`config.mk`:
```
export PLATFORM = sky130hd
export DESIGN_NAME = mem_bus_arbiter
export DESIGN_NICKNAME = d
export VERILOG_FILES = /design/src/rtl/soc_bus_pkg.sv /design/src/rtl/rr_arb2.sv /design/src/rtl/mem_bus_arbiter.sv
export SDC_FILE = /design/constraint.sdc
export NUM_CORES = 1
export LEC_CHECK = 0
export ABC_AREA = 0
export BUFFER_PORTS_ARGS = -buffer_cell sky130_fd_sc_hd__buf_2
export CAP_MARGIN = 20
export CORE_AREA = 4 4 123 125
export DETAILED_ROUTE_END_ITERATION = 16
export DIE_AREA = 0 0 127 129
export GPL_TIMING_DRIVEN = 0
export PLACE_DENSITY = 0.76
export RECOVER_POWER = 50
export SLEW_MARGIN = 20
export SYNTH_ARGS = -nofsm -noshare
export SYNTH_HDL_FRONTEND = slang
export SYNTH_SLANG_ARGS = --single-unit
```
`constraint.sdc`:
```
create_clock -name clk -period 2.3 [get_ports clk]
set_input_delay 0.575 -clock clk [delete_from_list [all_inputs] [get_ports clk]]
set_output_delay 0.575 -clock clk [all_outputs]
set_load 0.05 [all_outputs]
```
`src/rtl/soc_bus_pkg.sv`:
```
// Shared definitions for the picorv32 native-bus RAM arbiter: FSM encoding,
// master IDs, request payload and the RAM address-range check.
package soc_bus_pkg;

   localparam int unsigned ADDR_W = 32;
   localparam int unsigned DATA_W = 32;
   localparam int unsigned STRB_W = 4;

   localparam logic MST_CPU = 1'b0;
   localparam logic MST_LDR = 1'b1;

   typedef enum logic [1:0] {
      ST_IDLE   = 2'd0,
      ST_ACCESS = 2'd1,
      ST_WAIT   = 2'd2,
      ST_RESP   = 2'd3
   } bus_state_e;

   typedef struct packed {
      logic [ADDR_W-1:0] addr;
      logic [DATA_W-1:0] wdata;
      logic [STRB_W-1:0] wstrb;
   } bus_req_t;

   // True when every byte-address bit above the RAM word index is zero.
   function automatic logic addr_in_range(input logic [ADDR_W-1:0] addr,
                                          input int unsigned       ram_aw);
      logic [ADDR_W-1:0] upper;
      upper = addr >> (ram_aw + 2);
      return (upper == '0);
   endfunction

endpackage

```
`src/rtl/rr_arb2.sv`:
```
// Combinational two-way round-robin pick; on a tie the master that was not
// served last wins.
module rr_arb2
   import soc_bus_pkg::*;
(
   input  logic [1:0] req_i,
   input  logic       last_grant_i,
   output logic       any_c,
   output logic       pick_c
);

   always_comb begin
      any_c  = |req_i;
      pick_c = MST_CPU;
      case (req_i)
         2'b01:   pick_c = MST_CPU;
         2'b10:   pick_c = MST_LDR;
         2'b11:   pick_c = ~last_grant_i;
         default: pick_c = MST_CPU;
      endcase
   end

endmodule

```
`src/rtl/mem_bus_arbiter.sv`:
```
// Two-master arbiter sharing one single-port synchronous RAM between the CPU
// (master 0) and the loader/debug port (master 1), with a sticky range error.
module mem_bus_arbiter
   import soc_bus_pkg::*;
#(
   parameter int unsigned RAM_AW      = 10,
   parameter int unsigned RAM_LATENCY = 1,
   parameter logic [31:0] ERR_RDATA   = 32'h0000_0000
) (
   input  logic              clk,
   input  logic              resetn,

   input  logic              m0_valid,
   input  logic              m0_instr,
   input  logic [31:0]       m0_addr,
   input  logic [31:0]       m0_wdata,
   input  logic [3:0]        m0_wstrb,
   output logic              m0_ready,
   output logic [31:0]       m0_rdata,

   input  logic              m1_valid,
   input  logic [31:0]       m1_addr,
   input  logic [31:0]       m1_wdata,
   input  logic [3:0]        m1_wstrb,
   output logic              m1_ready,
   output logic [31:0]       m1_rdata,

   output logic              ram_en,
   output logic [3:0]        ram_we,
   output logic [RAM_AW-1:0] ram_addr,
   output logic [31:0]       ram_wdata,
   input  logic [31:0]       ram_rdata,

   output logic              grant_id,
   output logic              bus_err
);

   localparam int unsigned      CNT_W    = (RAM_LATENCY > 1) ? $clog2(RAM_LATENCY + 1) : 1;
   localparam logic [CNT_W-1:0] CNT_LOAD = CNT_W'(RAM_LATENCY - 1);

   bus_state_e          state_q;
   logic                last_grant_q;
   logic [STRB_W-1:0]   wstrb_q;
   logic [CNT_W-1:0]    cnt_q;

   logic                req_any_c;
   logic                pick_c;
   logic                in_range_c;
   bus_req_t            sel_req_c;
   logic [DATA_W-1:0]   oor_data_c;
   logic [DATA_W-1:0]   ram_data_c;

   // The fetch qualifier carries no meaning for the access itself.
   logic                unused_instr;
   assign unused_instr = m0_instr;

   rr_arb2 u_rr_arb2 (
      .req_i        ({m1_valid, m0_valid}),
      .last_grant_i (last_grant_q),
      .any_c        (req_any_c),
      .pick_c       (pick_c)
   );

   // Payload of the master that would win arbitration this cycle.
   always_comb begin
      sel_req_c.addr  = m0_addr;
      sel_req_c.wdata = m0_wdata;
      sel_req_c.wstrb = m0_wstrb;
      if (pick_c == MST_LDR) begin
         sel_req_c.addr  = m1_addr;
         sel_req_c.wdata = m1_wdata;
         sel_req_c.wstrb = m1_wstrb;
      end
      in_range_c = addr_in_range(sel_req_c.addr, RAM_AW);
      oor_data_c = (sel_req_c.wstrb == '0) ? ERR_RDATA : '0;
      ram_data_c = (wstrb_q == '0) ? ram_rdata : '0;
   end

   always_ff @(posedge clk or negedge resetn) begin
      if (!resetn) begin
         state_q      <= ST_IDLE;
         last_grant_q <= MST_LDR;
         grant_id     <= MST_LDR;
         wstrb_q      <= '0;
         cnt_q        <= '0;
         m0_ready     <= 1'b0;
         m0_rdata     <= '0;
         m1_ready     <= 1'b0;
         m1_rdata     <= '0;
         ram_en       <= 1'b0;
         ram_we       <= '0;
         ram_addr     <= '0;
         ram_wdata    <= '0;
         bus_err      <= 1'b0;
      end else begin
         case (state_q)
            ST_IDLE: begin
               if (req_any_c) begin
                  grant_id <= pick_c;
                  wstrb_q  <= sel_req_c.wstrb;
                  if (in_range_c) begin
                     state_q   <= ST_ACCESS;
                     ram_en    <= 1'b1;
                     ram_we    <= sel_req_c.wstrb;
                     ram_addr  <= sel_req_c.addr[RAM_AW+1:2];
                     ram_wdata <= sel_req_c.wdata;
                  end else begin
                     // No RAM cycle: answer straight away and flag the error.
                     state_q <= ST_RESP;
                     bus_err <= 1'b1;
                     if (pick_c == MST_LDR) begin
                        m1_ready <= 1'b1;
                        m1_rdata <= oor_data_c;
                     end else begin
                        m0_ready <= 1'b1;
                        m0_rdata <= oor_data_c;
                     end
                  end
               end
            end

            ST_ACCESS: begin
               ram_en  <= 1'b0;
               ram_we  <= '0;
               cnt_q   <= CNT_LOAD;
               state_q <= ST_WAIT;
            end

            ST_WAIT: begin
               if (cnt_q == '0) begin
                  state_q <= ST_RESP;
                  if (grant_id == MST_LDR) begin
                     m1_ready <= 1'b1;
                     m1_rdata <= ram_data_c;
                  end else begin
                     m0_ready <= 1'b1;
                     m0_rdata <= ram_data_c;
                  end
               end else begin
                  cnt_q <= cnt_q - CNT_W'(1);
               end
            end

            ST_RESP: begin
               m0_ready     <= 1'b0;
               m0_rdata     <= '0;
               m1_ready     <= 1'b0;
               m1_rdata     <= '0;
               last_grant_q <= grant_id;
               state_q      <= ST_IDLE;
            end

            default: state_q <= ST_IDLE;
         endcase
      end
   end

endmodule

```
Word level (Yosys, flattened, before mapping)

Index checks and enable logic that the tools add are counted.

Logic and storage cells: 83
Bits in registers: 123
Output and inout bits: 115

Reductions and logical operators: 14
Equal/unequal tests: 13
Mux-type cells: 39
Add/subtract/negate cells: 1
Bitwise logic cells: 2

Operators by type and width:

| kind                                                                  | number |
|---|---|
| 32-bit 2-to-1 mux                                                     | 11 |
| 32-bit case mux with 3 select lines                                   | 2 |
| 68-bit 2-to-1 mux                                                     | 1 |
| 32-bit logical NOT                                                    | 1 |
| 2-bit inequality test, second input constant                          | 8 |
| 1-bit 2-to-1 mux                                                      | 13 |
| 6-bit AND reduction                                                   | 2 |
| 3-bit AND reduction                                                   | 3 |
| 2-bit equality test, second input constant                            | 4 |
| 4-bit 2-to-1 mux                                                      | 2 |
| 2-bit case mux with 4 select lines                                    | 1 |
| 4-bit case mux with 2 select lines                                    | 1 |
| 2-bit 2-to-1 mux                                                      | 3 |
| 1-bit case mux with 2 select lines                                    | 3 |
| 1-bit case mux with 3 select lines                                    | 2 |
| 4-bit logical NOT                                                     | 1 |
| 2-bit AND reduction                                                   | 2 |
| 2-bit nonzero test                                                    | 2 |
| 3-bit nonzero test                                                    | 1 |
| 2-bit by 1-bit equality test with 1-bit output, second input constant | 1 |
| 2-bit logical NOT                                                     | 1 |
| 1-bit inverter                                                        | 2 |
| 2-bit OR reduction                                                    | 1 |
| 1-bit subtractor, second input constant                               | 1 |

Longest topological paths before layout

Depth after elaboration: 7
Mapped depth: 9
Gate-level depth less buffers: 7

Hierarchy

A second synthesis with hierarchy kept.

Cell total of the unflattened synthesis: 683
Area total of the unflattened synthesis: 6557.5 um2

By module, submodules not included:

| module          | times used | sequential area each (um2) | area an instance (um2) | cells each |
|---|---|---|---|---|
| mem_bus_arbiter | 1          | 3055.4                     | 6543.8                 | 681 |
| rr_arb2         | 1          | 0.0                        | 13.8                   | 2 |

Least setup slack after synthesis

No wires, ideal clock.

Kind: reg-to-reg
Start: register state_q[0]
End: register m1_rdata[22]
Stages on the path, launching flop included: 10
Period minus slack after synthesis: 2.039 ns
Data arrival time: 1.914 ns
Library setup time: 0.125 ns
Path slack: 0.261 ns
Path buffers: 2
Path through: dfrtp_1 inv_1 ha_1 buf_2 nor3_1 nor2_1 o21ai_0 a21oi_2 buf_2 mux2_2

Longest elaborated chain between the ends: 3

Ends and longest elaborated chain:

| element                                                               | RTL line               | RTL |
|---|---|---|
| start: declaration                                                    | mem_bus_arbiter.sv:41  | `bus_state_e state_q;` |
| start signal: assignment                                              | mem_bus_arbiter.sv:81  | `state_q <= ST_IDLE;` |
| start signal: assignment                                              | mem_bus_arbiter.sv:102 | `state_q <= ST_ACCESS;` |
| start signal: assignment                                              | mem_bus_arbiter.sv:109 | `state_q <= ST_RESP;` |
| 2-bit equality test or 2-bit logical NOT (tied branches)              | mem_bus_arbiter.sv:96  | `case (state_q)` |
| 2-bit inequality test (no line) or 3-bit nonzero test (tied branches) | --                     |  |
| 6-bit AND reduction (no line)                                         | --                     |  |
| end signal: assignment                                                | mem_bus_arbiter.sv:113 | `m1_rdata <= oor_data_c;` |
| end signal: assignment                                                | mem_bus_arbiter.sv:134 | `m1_rdata <= ram_data_c;` |
| end: declaration                                                      | mem_bus_arbiter.sv:26  | `output logic [31:0] m1_rdata,` |

Parallel ways exist; a longest one is shown, timed or not.
A chain may end at the register's enable or synchronous reset.

Worst setup path in the final report

Start: input m1_addr[24]
End: register ram_wdata[6]

Longest elaborated chain between the ends: 3

Ends and longest elaborated chain:

| element                       | RTL line               | RTL |
|---|---|---|
| start: declaration            | mem_bus_arbiter.sv:22  | `input logic [31:0] m1_addr,` |
| 68-bit 2-to-1 mux             | mem_bus_arbiter.sv:69  | `if (pick_c == MST_LDR) begin` |
| 32-bit logical NOT            | soc_bus_pkg.sv:30      | `return (upper == '0);` |
| 3-bit AND reduction (no line) | --                     |  |
| end signal: assignment        | mem_bus_arbiter.sv:106 | `ram_wdata <= sel_req_c.wdata;` |
| end: declaration              | mem_bus_arbiter.sv:31  | `output logic [31:0] ram_wdata,` |

No other way between the ends.

==> reports/results.ini <==
[clock_tree]
numClockSinks=122
cts.clk_slew.worst_paths_ps=60
cts_max_level=4
clockRootBuffer=clkbuf_16
cts_tree=yes
numCtsBuffers=17
clkLatencyLatePin_ps=410
clock_path_buffers=2

[timing]
rsz0062_at_grt=no
hold_ws_ps=386
hold_violations=0
finalMaxSlewViolations=0
finalSetupViolations=0
max_freq_mhz=463
slew_headroom=0.229
worst_slew_pin_slew_ps=1160
finalCritPeriodShare=0.939
finalClockSkew_ps=14.1
fin_crit_ps=2160

[cells_and_area]
fin_nets=984
area_growth_pct=40.7
drive_gt1_frac=0.430
n_fill_cell=1283
num_antenna_cells=0
final_cell_area_um2=7770

[hold_path]
hp-class=input pin to asynchronous set/reset pin

[worst_setup_path]
required_ps=2650
crit_fanout=10
slowest_delay_ps=570
slowest_stage=o32a_1
critPathKind=input pin to flop
worstPathCellList=buf_2 -> nor4_1 -> nand4_2 -> o32a_1 -> buf_2 -> a21oi_1 -> a21o_1
cp-startpoint=m1_addr[24]
cp-start-kind=input pin
crit_top_cell=buf_2
cp_data_arrival_time_ps=2510
cp-end-kind=flop
timing.rr.start=state_q[1]

[placed_design]
portBuffers=282
gp_congestion=0.857
dp_hpwl_um=12600
dpl_cell_area_um2=7190

[pwr]
ir_drop_mv=0.555
pwr_density_cell_nw_per_um2=1150
seqPwrFrac=0.304
power_switching_mw=3.50
comb_power_share=0.403
p_leak_nw=4.49
p_int_mw=5.40
clkPwrFrac=0.293
switching_share=0.393

[synthesis]
syn_area_um2=5520
ys_types=33
yosys.area.top_type=dfrtp_1
ys_seq_elements=122
synth_area_leaders=dfrtp_1, mux2_2, nand2_1
synthesis.nets=680
synthTopCellsByCount=dfrtp_1, nand2_1, mux2_2
synth_cells=502
synthArstFlopShare=1.00
synth_edf_count=0
syn_avg_cell_area_um2=11.0
ys_warn_count=0
yosysSeqAreaShare=0.553
synth_top_area_frac=0.544
synth_most_common_cell=dfrtp_1
synth_flop_cell=dfrtp_1

[grt]
grt_max_degree=79
antenna_found_initial=1
track_usage=0.198
grt_pass1_vias=4870
grt_overflow_total=0
grt_pass1_wl_um=25500

[drt]
drc=0
wl_met1_um=6980
drt_wl_total_um=16400
drtIter0Drc=242
drtAntennaViolNets=0
viasPerCell=4.88
wire_per_inst_um=16.4
dr_wl_met3_um=1250
routed-via-count=4876
top_layer_used=met5
wl_met2_um=7970
first_pass_iters=5

[floorplanning]
initial_core_util=0.398
die_h_um=129
core_area_um2=13900
io_pins=288
rows=43
die_area_um2=16400
die_x_um=127

[outcome]
status=complete, no violations

[run]
drv_cap=0

-- flip-flops by register name, summed over array words and instances (netlist names), 2 cells and up --
signal     flops
m0_rdata      32
m1_rdata      32
ram_addr      10
ram_wdata     32
ram_we         4
state_q        2
wstrb_q        4
-- final timing paths --
path | slack [ps] | cells after the start | to
max | 140 | 7 | ram_wdata[6]
min | 390 | 1 | m0_rdata[6]
max reg2reg | 180 | 8 | ram_wdata[6]
min reg2reg | 470 | 1 | ram_wdata[23]
max in group asynchronous | 940 | 2 | grant_id
min in group clk | 470 | 1 | ram_wdata[23]
-- power by group through the flow --
stage	sequential [mW]	combinational [mW]	clock, mW
after floorplan	3.70	1.50	0
after global placement	2.71	3.42	0
after detailed placement	2.73	3.46	0
after CTS	2.70	3.64	2.67
after global routing	2.75	3.84	2.77
final	2.71	3.59	2.60
-- layout by cell type, fill, tap and decap left out, drive strengths merged, types with 3 or more instances in the layout --
cell type	instances
a21boi	3
a21o	42
a21oi	47
and2	32
buf	242
clkbuf	91
clkinv	4
clkinvlp	6
dfrtp	120
ha	5
inv	9
mux2	65
mux2i	6
nand2	93
nand3	9
nand3b	4
nor4	10
o21ai	7
or3	4
-- routing by layer --
metal,track usage,vias to the layer above
met4,0.0568,2
met2,0.318,187
li1,-,2344
met1,0.258,2324
met3,0.0677,19
met5,0,-
-- metrics by stage --
stage          instances  setup slack (ps)  setup TNS [ps]   util  power (mW)
5_1_grt              999              19.4               0  0.559        9.37
2_1_floorplan        502               261               0      -        5.20
3_5_place_dp         965              -317          -27420  0.518        6.19
4_1_cts              999              34.6               0  0.564        9.00
3_3_place_gp         964              -890         -133180  0.516        6.14
6_report             999               139               0  0.559        8.90
-- area by class of cell --
class / instances / area (um^2) / area share
sequential: 122 / 3060 / 0.393
multi-input combinational: 343 / 2330 / 0.300
timing repair buffer: 287 / 1400 / 0.180
clock buffer: 18 / 439 / 0.0565
tap: 180 / 225 / 0.0290
clock inverter: 14 / 146 / 0.0188
buffer: 28 / 146 / 0.0188
inverter: 7 / 26.3 / 0.00338
-- kinds of logic after synthesis --
| logic type | count (synthesis) | share of synthesized area |
|---|---|---|
| adders and majority gates | 5 | 0.0113 |
| AOI/OAI and AO/OA | 107 | 0.126 |
| muxes | 71 | 0.143 |
| buffers and inverters | 37 | 0.0279 |
| DFF | 122 | 0.553 |
| and+or+nand+nor | 160 | 0.138 |
-- timing repair --
item                       4_1_cts  5_1_grt
hold endpoints to repair         0        0
hold buffers                     0        0
setup endpoints to repair      106       93
buffers inserted                 4        0
resized for setup                8        8
-- worst max-delay path: cells and delay by family --
family / cells / cell delay [ps]
AOI/OAI and AO/OA: 3 / 860
and+or+nand+nor: 2 / 690
buffers and inverters: 2 / 370
No activity file was read; power rests on OpenSTA's default activity.
